$ cat config.mk
export PLATFORM = sky130hd
export DESIGN_NAME = right_shift_flat
export DESIGN_NICKNAME = d
export VERILOG_FILES = /design/src/rtl/right_shift_if.sv /design/src/rtl/right_shift.sv /design/src/flat_wrapper.sv
export SDC_FILE = /design/constraint.sdc
export NUM_CORES = 1
export LEC_CHECK = 0
export ABC_CLOCK_PERIOD_IN_PS = 2009
export CELL_PAD_IN_SITES_DETAIL_PLACEMENT = 0
export CELL_PAD_IN_SITES_GLOBAL_PLACEMENT = 1
export CORE_ASPECT_RATIO = 0.7
export CORE_MARGIN = 1.5
export CORE_UTILIZATION = 40
export DETAILED_ROUTE_END_ITERATION = 10
export HOLD_SLACK_MARGIN = 0.06
export PLACE_DENSITY_LB_ADDON = 0.1
export SLEW_MARGIN = 25
export SYNTH_ARGS = -nofsm -noshare
export SYNTH_HDL_FRONTEND = slang
export SYNTH_SLANG_ARGS = --single-unit
$ cat constraint.sdc
create_clock -name clk -period 2.01 [get_ports clk]
set_clock_uncertainty 0.05 [all_clocks]
set_input_delay 0.402 -clock clk [delete_from_list [all_inputs] [get_ports clk]]
set_output_delay 0.402 -clock clk [all_outputs]
set_load 0.05 [all_outputs]
$ cat src/rtl/right_shift_if.sv
// Operand/result bundle for the registered right-shift unit.
// master drives the operand side, slave (the shifter) drives the result side.
interface right_shift_if;
    logic [15:0] a;
    logic [3:0]  shamt;
    logic [1:0]  mode;
    logic        in_valid;
    logic [15:0] out;
    logic        out_valid;
    logic        carry;
    logic        zero;

    modport master (
        output a, shamt, mode, in_valid,
        input  out, out_valid, carry, zero
    );

    modport slave (
        input  a, shamt, mode, in_valid,
        output out, out_valid, carry, zero
    );
endinterface

$ cat src/rtl/right_shift.sv
// Registered 16-bit right shifter: logical, arithmetic and optional rotate,
// with last-bit-out carry and zero flags. Rotate enabled by RIGHT_SHIFT_ROTATE_EN.
module right_shift #(
    parameter int DATA_W  = 16,
    parameter int SHAMT_W = 4
) (
    input  logic       clk,
    input  logic       rst_n,
    right_shift_if.slave bus
);

    logic [DATA_W-1:0] shift_s;
    logic              carry_s;
    logic [DATA_W-1:0] out_r;
    logic              carry_r;
    logic              zero_r;
    logic              valid_r;

    // Combinational shift result and shifted-out bit for the current operand.
    always_comb begin
        shift_s = bus.a;
        carry_s = 1'b0;
        case (bus.mode)
            2'b01: begin
                shift_s = $unsigned($signed(bus.a) >>> bus.shamt);
            end
`ifdef RIGHT_SHIFT_ROTATE_EN
            2'b10: begin
                // A 16-place left shift of a 16-bit value is zero, so shamt 0 rotates to a.
                shift_s = (bus.a >> bus.shamt) |
                          (bus.a << (5'd16 - {1'b0, bus.shamt}));
            end
`endif
            default: begin
                shift_s = bus.a >> bus.shamt;
            end
        endcase
        if (bus.shamt != {SHAMT_W{1'b0}}) begin
            carry_s = bus.a[bus.shamt - 4'd1];
        end else begin
            carry_s = 1'b0;
        end
    end

    // Result registers: capture on in_valid, hold otherwise.
    always_ff @(posedge clk or negedge rst_n) begin
        if (!rst_n) begin
            out_r   <= 16'h0000;
            carry_r <= 1'b0;
            zero_r  <= 1'b0;
            valid_r <= 1'b0;
        end else if (bus.in_valid) begin
            out_r   <= shift_s;
            carry_r <= carry_s;
            zero_r  <= (shift_s == 16'h0000);
            valid_r <= 1'b1;
        end else begin
            valid_r <= 1'b0;
        end
    end

    assign bus.out       = out_r;
    assign bus.carry     = carry_r;
    assign bus.zero      = zero_r;
    assign bus.out_valid = valid_r;

endmodule

$ cat src/flat_wrapper.sv
// flat-port wrapper written by rule: the top's interface ports become plain ports
module right_shift_flat 
#(
    parameter int DATA_W  = 16,
    parameter int SHAMT_W = 4
)
  (clk, rst_n, bus_a, bus_shamt, bus_mode, bus_in_valid, bus_out, bus_out_valid, bus_carry, bus_zero);
  right_shift_if bus_i ();
  input  logic clk;
  input  logic rst_n;
  input wire logic [$bits(bus_i.a)-1:0] bus_a;
  input wire logic [$bits(bus_i.shamt)-1:0] bus_shamt;
  input wire logic [$bits(bus_i.mode)-1:0] bus_mode;
  input wire logic [$bits(bus_i.in_valid)-1:0] bus_in_valid;
  output wire logic [$bits(bus_i.out)-1:0] bus_out;
  output wire logic [$bits(bus_i.out_valid)-1:0] bus_out_valid;
  output wire logic [$bits(bus_i.carry)-1:0] bus_carry;
  output wire logic [$bits(bus_i.zero)-1:0] bus_zero;
  assign bus_i.a = bus_a;
  assign bus_i.shamt = bus_shamt;
  assign bus_i.mode = bus_mode;
  assign bus_i.in_valid = bus_in_valid;
  assign bus_out = bus_i.out;
  assign bus_out_valid = bus_i.out_valid;
  assign bus_carry = bus_i.carry;
  assign bus_zero = bus_i.zero;
  right_shift #(.DATA_W(DATA_W), .SHAMT_W(SHAMT_W)) u_core (.clk(clk), .rst_n(rst_n), .bus(bus_i));
endmodule
* Yosys cells after proc, flatten, opt, wreduce, memory -nomap -nowiden *
Index checks and enable logic that the tools add are counted.

storage, ports and cells
  bits in latches = 0
  bits in registers = 19
  bits in writable memories = 0
  ROM bits = 0
  memories kept = 0
  word-level logic and storage cells = 16
  bits of input ports = 25

cells by class
  div/mod/pow operators = 0
  reduce and logical (&&, ||, !) cells = 2
  shift operators = 2
  add/subtract/negate cells = 1
  order comparisons = 1
  multiplexer cells = 5
  eq/ne operators = 1
  multiply operators = 0
  bitwise gates (word level) = 0

operators with widths
  cell                                                                  count
  16-bit zero test                                                      1
  16-bit 2-to-1 mux                                                     1
  16-bit by 4-bit >> shifter with 16-bit output                         1
  16-bit by 4-bit >>> shifter with 16-bit output                        1
  4-bit by 5-bit < comparator with 1-bit output, second input constant  1
  1-bit binary-select mux with 4-bit select                             1
  4-bit nonzero test                                                    1
  4-bit by 1-bit subtractor with 4-bit output, second input constant    1
  1-bit 2-to-1 mux                                                      3
  2-bit by 1-bit == test with 1-bit output, second input constant       1

* Depth between registers and ports, before layout *
  depth after elaboration = 4
  gate-level depth with buffers = 11

* Worst setup path after synthesis *
OpenSTA, ideal clock, no wires.

  path kind = input to register
  start = input bus_shamt[0]
  end = register u_core.carry_r (netlist: u_core.bus.carry)
  required time = 1.824 ns
  setup slack = -0.552 ns
  stages on the path = 11
  path buffers = 3
  arrival time = 2.376 ns
  path through = buf_6 > buf_6 > buf_6 > inv_1 > ha_1 > mux4_2 > mux2_2 > nor2_1 > a21oi_1 > a22oi_1 > a21oi_1

on the way
  longest elaborated chain between the ends = 4
  elaborated cells on any way between the ends = 5

ends and longest elaborated chain
  item                                         RTL line            text
  start, declared                              flat_wrapper.sv:12  input wire logic [$bits(bus_i.shamt)-1:0] bus_shamt;
  4-bit by 1-bit subtractor with 4-bit output  right_shift.sv:39   carry_s = bus.a[bus.shamt - 4'd1];
  1-bit binary-select mux with 4-bit select    right_shift.sv:39
  1-bit 2-to-1 mux (implied by the code)       right_shift.sv:39
  1-bit 2-to-1 mux (*)                         right_shift.sv:38   if (bus.shamt != {SHAMT_W{1'b0}}) begin
  end signal, assigned                         right_shift.sv:54   carry_r <= carry_s;
  end, declared                                right_shift.sv:15   logic carry_r;

Every way passes the cells marked *; elsewhere a longest branch is shown, timed or not. The select of a mux whose other input is x is not followed.
A chain may end at the register's enable or synchronous reset.

* Worst setup path after layout *
  start = input bus_shamt[0]
  end = register u_core.zero_r (netlist: u_core.bus.zero)

on the way
  longest elaborated chain between the ends = 3
  elaborated cells on any way between the ends = 4

ends and longest elaborated chain
  item                                                                                                             RTL line                              text
  16-bit by 4-bit >> shifter with 16-bit output or 16-bit by 4-bit >>> shifter with 16-bit output (tied branches)  right_shift.sv:35, right_shift.sv:25
  16-bit 2-to-1 mux (*)                                                                                            right_shift.sv:23                     case (bus.mode)
  16-bit zero test (*)                                                                                             right_shift.sv:55                     zero_r <= (shift_s == 16'h0000);
  end signal, assigned                                                                                             right_shift.sv:55
  end, declared                                                                                                    right_shift.sv:16                     logic zero_r;

Every way passes the cells marked *; elsewhere a longest branch is shown, timed or not.

==> impl_metrics.yaml <==
outcome:
  status: "complete, but fails checks"
  failing_checks: "setup timing"
placed_design:
  dpl_cells: 316
  place_hpwl_microns: 4180
  place.port_buffers: 43
  routabilityCongestion: 0.896
  post-place-ws_ns: -0.831
detailed_routing:
  route.vias.total: 1900
  detail-route-antenna-nets: 0
  drt_iter0_drc: 173
  routedWlPerCell_microns: 18.0
  wirelength_microns: 5980
  drtPass1Iterations: 4
  drt_drc_violations_left: 0
  routed_via_density: 5.72
synth:
  syn_area_per_cell_sq_um: 9.75
  postSynthNetCount: 205
  synthDistinctLibCells: 41
  number_of_flops_mapped_to_enable_cells_by_yosys: 0
  synth-warning-count: 0
  synth_ff_type: "dfrtp_1"
  synth.top_cells.by_area: "dfrtp_1 27%, mux4_2 10%, mux2i_1 8.7%"
  synth.largest_area_cell: "dfrtp_1"
  flip_flop_and_latch_count_after_synthesis: 19
  mappedNetlistArea_sq_um: 1740
  ys_seq_area_frac: 0.274
  synthesis.instances: 178
  ys_async_sr_fraction: 1.00
  netlist.area_leader.share: 0.274
timing:
  post-route-min-period_ns: 2.15
  worst_slew_pin_slew_ns: 0.505
  final_critical_path_setup_slack_ns: -0.144
  final_max_slew_viol_count: 0
  min_period_over_period: 1.07
  max_slew_margin: 0.662
  achievable_clock_frequency_mhz: 464
  finalHoldViolCount: 0
  setup-violations-final: 3
  rsz0062_at_grt: "yes"
floorplanning:
  placement_rows: 19
  die_h_microns: 58.1
  ios: 44
  start_util: 0.429
  dieArea_sq_um: 4750
  placeableCoreArea_sq_um: 4040
  dieWidth_microns: 81.7
global_routing:
  antenna_found_initial: 0
  grt_max_degree: 30
  via_count_of_the_first_global_routing_pass: 1892
  grt_util_all_layers: 0.251
  grt_overflow_total: 0
  grt_pass1_wl_microns: 9090
critical_path:
  ff2ff_path_depth: 1
  worst-path-max-fanout: 6
  critPathSlowestCell: "mux4_2"
  critPathArrivalTime_ns: 2.26
  timing.critical_path.to_type: "flip-flop"
  timing.critical_path.mode_cell: "buf_8"
  critical-path-max-stage-delay_ns: 0.47
  setup.worst_path.class: "input port to flip-flop"
  worst_ep_required_time_ns: 2.11
  worst_setup_path_start_kind: "input port"
  critical_path.cell_chain: "buf_8, buf_8, buf_4, mux2i_4, mux2i_1, mux4_2, or3_4, o41ai_4"
cts:
  htreeDepth: 1
  cts.path.max_buffers: 2
  clk_pin_slew_worst_paths_ns: 0.06
  tritoncts: "built"
  cts_hold_buf: 0
  clk_root_buffer_cell: "clkbuf_8"
  worstSkewPairLatency_ns: 0.25
  number_of_clock_buffers_inserted_by_tritoncts: 3
  clock_sink_count: 19
pwr:
  power-per-cell-area_nw_per_um2: 542
  report.power.total_mw: 1.62
  vdd_drop_max_uv: 541
  power.static_leakage_nw: 1.35
layout:
  areaGrowthSynthToFinish_pct: 72.2
  drive_above_1_share: 0.525
  diodes: 0
  num-nets-final: 308
  final_cells: 332
min_path:
  worstHoldPathType: "input port to async pin"
flow_run:
  maxCapViolations: 0
## synthesized netlist by cell type, types with 2 or more instances
master and instances:
nor2_1 22, dfrtp_1 19, a21oi_1 15, mux2i_1 15, mux2_2 12, nand2_1 11, inv_1 8, mux4_2 8
clkbuf_1 7, o211ai_1 7, o21ai_0 7, o21a_1 5, buf_6 4, mux4_1 4, buf_2 3, a31oi_1 2
ha_1 2, mux2_4 2, nand2b_1 2, nor2b_1 2
## flip-flops by register name, indices dropped and copies added, names as in the netlist
name,count
u_core.bus.carry,1
u_core.bus.out_valid,1
u_core.bus.zero,1
u_core.bus.out,16
## repair_timing
item	CTS	global route
gates cloned	0	0
pin swaps	8	10
buffers inserted	10	4
endpoints found under the setup margin	15	11
resized for setup	72	42
## placed cells by master (no fill, tap or decap), types with 2 or more instances in the layout
master,count
a21oi_1,11
nor2_2,4
clkbuf_8,3
o21ai_0,4
mux4_2,11
mux2i_1,7
nor2_4,2
mux2i_4,6
o21ai_1,2
buf_6,16
dlymetal6s2s_1,4
nor2_1,16
o211ai_1,7
inv_1,6
mux2_2,7
clkdlybuf4s15_1,4
a21oi_2,4
dlygate4sd2_1,9
nand2b_1,2
inv_2,2
mux2i_2,2
dfrtp_1,19
o21a_1,5
clkbuf_2,2
a31oi_1,2
buf_8,3
clkdlybuf4s50_1,14
nand2_1,10
mux2_4,7
buf_4,59
## power by group
part | internal (mW) | leakage (nW) | switching (mW)
Combinational | 0.422 | 1.10 | 0.481
Sequential | 0.430 | 0.230 | 0.0285
Clock | 0.141 | 0.0228 | 0.117
## path summary, 6_finish.rpt
kind                                     from  slack [ns]            endpoint
setup / recovery                 bus_shamt[0]       -0.14     u_core.bus.zero
hold / removal                          rst_n        0.43  u_core.bus.out[13]
setup reg to reg            u_core.bus.out[4]        1.17   u_core.bus.out[4]
hold reg to reg            u_core.bus.out[10]        0.44  u_core.bus.out[10]
max in group asynchronous               rst_n        1.28   u_core.bus.out[5]
min in group clk           u_core.bus.out[10]        0.44  u_core.bus.out[10]
## area by class of cell
type / count / area [sq um]
sequential: 19 / 475
inverter: 10 / 40.0
timing repair buffer: 112 / 992
tap: 52 / 65.1
multi-input combinational: 135 / 1370
clock buffer: 4 / 45.0
fill: 275 / 1050
## metal layers
| metal | GRT usage | share of wire | routed length (microns) | vias to the layer above |
|---|---|---|---|---|
| li1 | - | - | - | 874 |
| met1 | 0.348 | 0.44 | 2610 | 929 |
| met2 | 0.411 | 0.48 | 2860 | 89 |
| met3 | 0.0567 | 0.074 | 442 | 8 |
| met4 | 0.0412 | 0.010 | 61 | 0 |
| met5 | 0 | 0 | 0 | - |
## worst max-delay path: cells and delay by family
family,cells,cell delay [ns]
muxes,3,0.83
and+or+nand+nor,1,0.35
buffers and inverters,3,0.34
AOI/OAI and AO/OA,1,0.33
## cell families after synthesis
logic type / share of synthesized area
flops: 0.274
compound gates: 0.180
simple gates: 0.110
mux: 0.346
xor+xnor: 0.00505
fa+ha+maj: 0.0144
buf+inv: 0.0714
## metrics by stage
stage	hold WS (ns)	utilization	TNS, ns	area [sq um]
after floorplan	0.0564	-	-0.548	1780
final	0.426	0.739	-0.279	2990
after global placement	0.416	0.636	-8.41	2570
after detailed placement	0.419	0.636	-8.84	2570
after global routing	0.449	0.739	-0.424	2990
after CTS	0.431	0.695	-0.244	2810
(Power assumes the default switching activity.)
